===== config.mk =====
export PLATFORM = sky130hd
export DESIGN_NAME = sevenseg_scan
export DESIGN_NICKNAME = d
export VERILOG_FILES = /design/src/rtl/sevenseg_scan.sv
export SDC_FILE = /design/constraint.sdc
export NUM_CORES = 1
export LEC_CHECK = 0
export ABC_AREA = 1
export CAP_MARGIN = 20
export CORE_ASPECT_RATIO = 1.75
export CORE_UTILIZATION = 27
export DETAILED_ROUTE_END_ITERATION = 10
export SLEW_MARGIN = 20
export SYNTH_ARGS = -nofsm -noshare
export SYNTH_HDL_FRONTEND = slang
export SYNTH_SLANG_ARGS = --single-unit

===== constraint.sdc =====
create_clock -name clk -period 4.25 [get_ports clk]
set_clock_uncertainty 0.1 [all_clocks]
set_input_delay 0.425 -clock clk [delete_from_list [all_inputs] [get_ports clk]]
set_output_delay 0.425 -clock clk [all_outputs]
set_load 0.005 [all_outputs]

===== src/rtl/sevenseg_scan.sv =====
// Four-digit multiplexed seven-segment driver for an MM:SS stopwatch display,
// with per-frame value snapshots and blink-based blanking of the field being adjusted.
module sevenseg_scan #(
  parameter int REFRESH_DIV = 100000
) (
  input  logic       clk,
  input  logic       rst,
  input  logic [5:0] minutes,
  input  logic [5:0] seconds,
  input  logic       adj,
  input  logic       sel,
  input  logic       blink_tick,
  output logic [6:0] seg,
  output logic [3:0] an,
  output logic       dp
);

  localparam int CW = (REFRESH_DIV > 2) ? $clog2(REFRESH_DIV) : 1;
  localparam logic [CW-1:0] LAST = CW'(REFRESH_DIV - 1);

  logic [CW-1:0] cnt;
  logic [1:0]    idx;
  logic [5:0]    min_s;
  logic [5:0]    sec_s;
  logic          blink_phase;

  logic [5:0] field;
  logic [3:0] tens;
  logic [3:0] ones;
  logic [3:0] digit;
  logic       dash;
  logic       blank;
  logic [6:0] nxt_seg;
  logic [3:0] nxt_an;
  logic       nxt_dp;

  function automatic logic [6:0] enc(input logic [3:0] d);
    case (d)
      4'd0:    enc = 7'b1000000;
      4'd1:    enc = 7'b1111001;
      4'd2:    enc = 7'b0100100;
      4'd3:    enc = 7'b0110000;
      4'd4:    enc = 7'b0011001;
      4'd5:    enc = 7'b0010010;
      4'd6:    enc = 7'b0000010;
      4'd7:    enc = 7'b1111000;
      4'd8:    enc = 7'b0000000;
      4'd9:    enc = 7'b0010000;
      default: enc = 7'b1111111;
    endcase
  endfunction

  // Digits 0/1 come from the seconds snapshot, 2/3 from minutes; odd index is the tens digit.
  always_comb begin
    field   = idx[1] ? min_s : sec_s;
    dash    = (field > 6'd59);
    tens    = 4'(field / 6'd10);
    ones    = 4'(field % 6'd10);
    digit   = idx[0] ? tens : ones;
    blank   = adj && blink_phase && (sel ? !idx[1] : idx[1]);
    nxt_seg = 7'b1111111;
    nxt_an  = 4'b1111;
    nxt_dp  = 1'b1;
    if (!blank) begin
      nxt_seg = dash ? 7'b0111111 : enc(digit);
      nxt_an  = ~(4'b0001 << idx);
      nxt_dp  = (idx != 2'd2);
    end
  end

  always_ff @(posedge clk) begin
    if (rst) begin
      cnt         <= '0;
      idx         <= 2'd0;
      min_s       <= 6'd0;
      sec_s       <= 6'd0;
      blink_phase <= 1'b0;
      seg         <= 7'b1111111;
      an          <= 4'b1111;
      dp          <= 1'b1;
    end else begin
      seg <= nxt_seg;
      an  <= nxt_an;
      dp  <= nxt_dp;
      if (cnt == LAST) begin
        cnt <= '0;
        idx <= idx + 2'd1;
        // Snapshot only at the frame boundary so a frame never mixes old and new values.
        if (idx == 2'd3) begin
          min_s <= minutes;
          sec_s <= seconds;
        end
      end else begin
        cnt <= cnt + 1'b1;
      end
      if (!adj) blink_phase <= 1'b0;
      else if (blink_tick) blink_phase <= ~blink_phase;
    end
  end

endmodule


==> results.json <==
{
  "yosysSeqAreaShare_pct": 38.7,
  "min_period_ns": 3.05,
  "crit_slowest_cell": "dfxtp_1",
  "hpwl_um": 3560,
  "grt_pass1_wl_um": 7600,
  "rows": 43,
  "path_delay_family": "simple AND/OR/NAND/NOR gates",
  "routed.top_layer": "met4",
  "num_vias": 1896,
  "cts_tree": "done",
  "syn_nets": 325,
  "die_width_um": 70.6,
  "synth_area_per_cell_um2": 7.48,
  "drtPass1Iterations": 7,
  "critPathKind": "reg -> reg",
  "rsz0062_at_grt": "false",
  "antenna_found_initial": 0,
  "worstPathArrival_ns": 3.09,
  "status": "finished with violations",
  "wirelength_um": 4500,
  "cts_sinks": 43,
  "end_kind": "flop",
  "drc": 2,
  "diodes": 0,
  "cts.clk_slew.worst_paths_ns": 0.06,
  "slew_headroom_pct": 49.9,
  "synthAdderAreaFrac_pct": 6.19,
  "power_mw": 0.824,
  "fin_nets": 354,
  "grt_pass1_vias": 1784,
  "dr_wl_met3_um": 166,
  "required_ns": 4.29,
  "cts_resized": 0,
  "grt_max_degree": 19,
  "tns_ns": 0,
  "synth_compound_area_share_pct": 6.02,
  "port_buffers": 28,
  "critPathBufInv": 6,
  "period_share_pct": 71.7,
  "drt_iter0_markers": 73,
  "synth_cells": 297,
  "cts_post_setup_buffers_inserted": 0,
  "drive_gt1_share_pct": 11.9,
  "core-area_um2": 7960,
  "synth_xor_area_share_pct": 2.76,
  "chipHeight_um": 122,
  "synth_top_family_by_area": "simple AND/OR/NAND/NOR gates",
  "slowest_delay_ns": 0.63,
  "final_core_util_pct": 34.2,
  "cap_violations": 0,
  "slew_violations": 0,
  "cts_made_buffers": 5,
  "path_cells": "nand2_1 > nand2_2 > inv_2 > ha_1 > inv_1 > nand2_1 > nand2_2 > inv_2 > nand2_4 > nand2_2 > nand2_1 > nand2_1 > inv_2 > nand2_4 > nand2_2 > o21ai_1 > inv_1 > ha_1 > inv_1 > nor2_1 > o21ai_1",
  "vias_per_cell": 4.55,
  "detail-route-antenna-nets": 0,
  "finalHoldViolations": 0,
  "initial_core_util_pct": 27.9,
  "synth_warnings": 0,
  "htree_levels": 2,
  "clock.fmax_mhz": 328,
  "overflow": 0,
  "place_congestion": 0.815,
  "violations": "DRC",
  "met1_length_um": 1850,
  "path_max_fanout": 10,
  "die_area_um2": 8610,
  "cts.path.max_buffers": 2,
  "whs_ns": 0.350,
  "area_delta_synth_final_pct": 22.6,
  "powerDensity_nw_per_um2": 303,
  "root_buffer": "clkbuf_16",
  "startpoint_type": "flop",
  "grtUsageTotal_pct": 11.1,
  "hold_buffers": 0,
  "synth.distinct_cells": 31,
  "netlist_area_um2": 2220,
  "synth_simple_gate_area_share_pct": 38.4,
  "insertion_delay_ns": 0.28,
  "boundaryPins": 29,
  "wl_met2_um": 2390,
  "setup_viol": 0,
  "synthMuxAreaShare_pct": 0,
  "avgRoutedWirePerCell_um": 10.8,
  "worst_pin_slew_ns": 0.748,
  "leakage_nw": 1.17,
  "hp-class": "reg -> reg",
  "synth-seq-cells": 43,
  "peakVddDrop_mv": 0.163
}
==> worst register-to-register path, stage by stage, from the launching register on <==
cell	delay [ns]
dfxtp_1	0.63
nand2_1	0.12
nand2_2	0.13
inv_2	0.06
ha_1	0.27
inv_1	0.03
nand2_1	0.06
nand2_2	0.06
inv_2	0.07
nand2_4	0.06
nand2_2	0.08
nand2_1	0.07
nand2_1	0.07
inv_2	0.05
nand2_4	0.06
nand2_2	0.06
o21ai_1	0.30
inv_1	0.11
ha_1	0.29
inv_1	0.04
nor2_1	0.09
o21ai_1	0.07
==> area by class of cell <==
| cell class | count | area (um^2) |
|---|---|---|
| inverters | 35 | 136 |
| clock buffers | 6 | 129 |
| well taps | 90 | 113 |
| repair buffers | 29 | 288 |
| multi-input cells | 212 | 1190 |
| clock inverters | 2 | 12.5 |
| fillers | 859 | 5240 |
| flip-flops and latches | 43 | 861 |
==> cells by family after synthesis <==
family | Yosys count
AND/OR/NAND/NOR | 170
XOR/XNOR | 7
flip-flops | 43
AO/OA/AOI/OAI | 24
buffers and inverters | 42
adder cells (fa/ha/maj) | 11
==> stage by stage <==
step | cells | worst slack (ns) | instance area [um^2]
3_5_place_dp | 409 | 1.19 | 2580
3_3_place_gp | 409 | 1.28 | 2580
2_1_floorplan | 297 | 1.62 | 2220
6_report | 417 | 1.20 | 2730
4_1_cts | 417 | 1.18 | 2730
5_1_grt | 417 | 0.824 | 2730
==> cell usage in the layout, fill, tap and decap left out, drive strengths merged, types with 10 or more instances in the layout <==
master,count
clkdlybuf4s50,28
ha,11
nand2,66
nor3,30
a21oi,10
nand3,25
nor2,39
inv,34
dfxtp,43
o21ai,13
==> power by group <==
group | total, mW | switching, mW | leakage [nW] | internal, mW
clock network | 0.372 | 0.155 | 0.0669 | 0.217
logic | 0.0396 | 0.0153 | 0.753 | 0.0243
registers | 0.413 | 0.00274 | 0.350 | 0.410
==> routing by layer <==
layer | GRT usage (%) | vias up
li1 | - | 1012
met2 | 21.6 | 36
met1 | 11.3 | 838
met5 | 0 | -
met4 | 3.88 | 0
met3 | 2.56 | 10
==> state kept, by name, indices dropped and copies added, names as in the netlist <==
name         flops
cnt             17
seg              7
min_s            6
sec_s            6
an               4
idx              2
blink_phase      1
==> worst paths after layout <==
check / startpoint / endpoint / slack (ns) / cells past startpoint
max: idx[1]$_SDFFE_PP0P_ / seg[3]$_SDFF_PP1_ / 1.20 / 21
min: cnt[0]$_SDFF_PP0_ / cnt[0]$_SDFF_PP0_ / 0.35 / 1
max reg2reg: idx[1]$_SDFFE_PP0P_ / seg[3]$_SDFF_PP1_ / 1.20 / 21
min reg2reg: cnt[0]$_SDFF_PP0_ / cnt[0]$_SDFF_PP0_ / 0.35 / 1
==> cell usage after synthesis <==
| library cell | n | share of area [%] |
|---|---|---|
| nand3_2 | 2 | 0.90 |
| buf_2 | 1 | 0.23 |
| nor3b_1 | 1 | 0.34 |
| inv_1 | 28 | 4.7 |
| dfxtp_1 | 43 | 39 |
| or2_2 | 1 | 0.28 |
| ha_1 | 11 | 6.2 |
| nand4_1 | 5 | 1.4 |
| xnor2_1 | 1 | 0.39 |
| a21oi_1 | 10 | 2.3 |
| xor2_1 | 6 | 2.4 |
| buf_6 | 1 | 0.51 |
| o21a_1 | 1 | 0.34 |
| nand2_1 | 47 | 7.9 |
| buf_4 | 1 | 0.34 |
| clkinv_1 | 1 | 0.17 |
| inv_6 | 1 | 0.39 |
| inv_2 | 5 | 0.84 |
| o21ai_1 | 5 | 1.1 |
| nor3_1 | 29 | 6.5 |
| or2_4 | 1 | 0.39 |
| nand2_2 | 8 | 2.3 |
| nor3_2 | 1 | 0.45 |
| nor2_1 | 39 | 6.6 |
| and3_1 | 1 | 0.28 |
| o21ai_0 | 7 | 1.6 |
| o21ai_4 | 1 | 0.73 |
| nand2_4 | 11 | 5.6 |
| nor4_1 | 1 | 0.28 |
| nand3_1 | 23 | 5.2 |
| clkbuf_1 | 4 | 0.68 |
No activity file was read; power rests on OpenSTA's default activity.
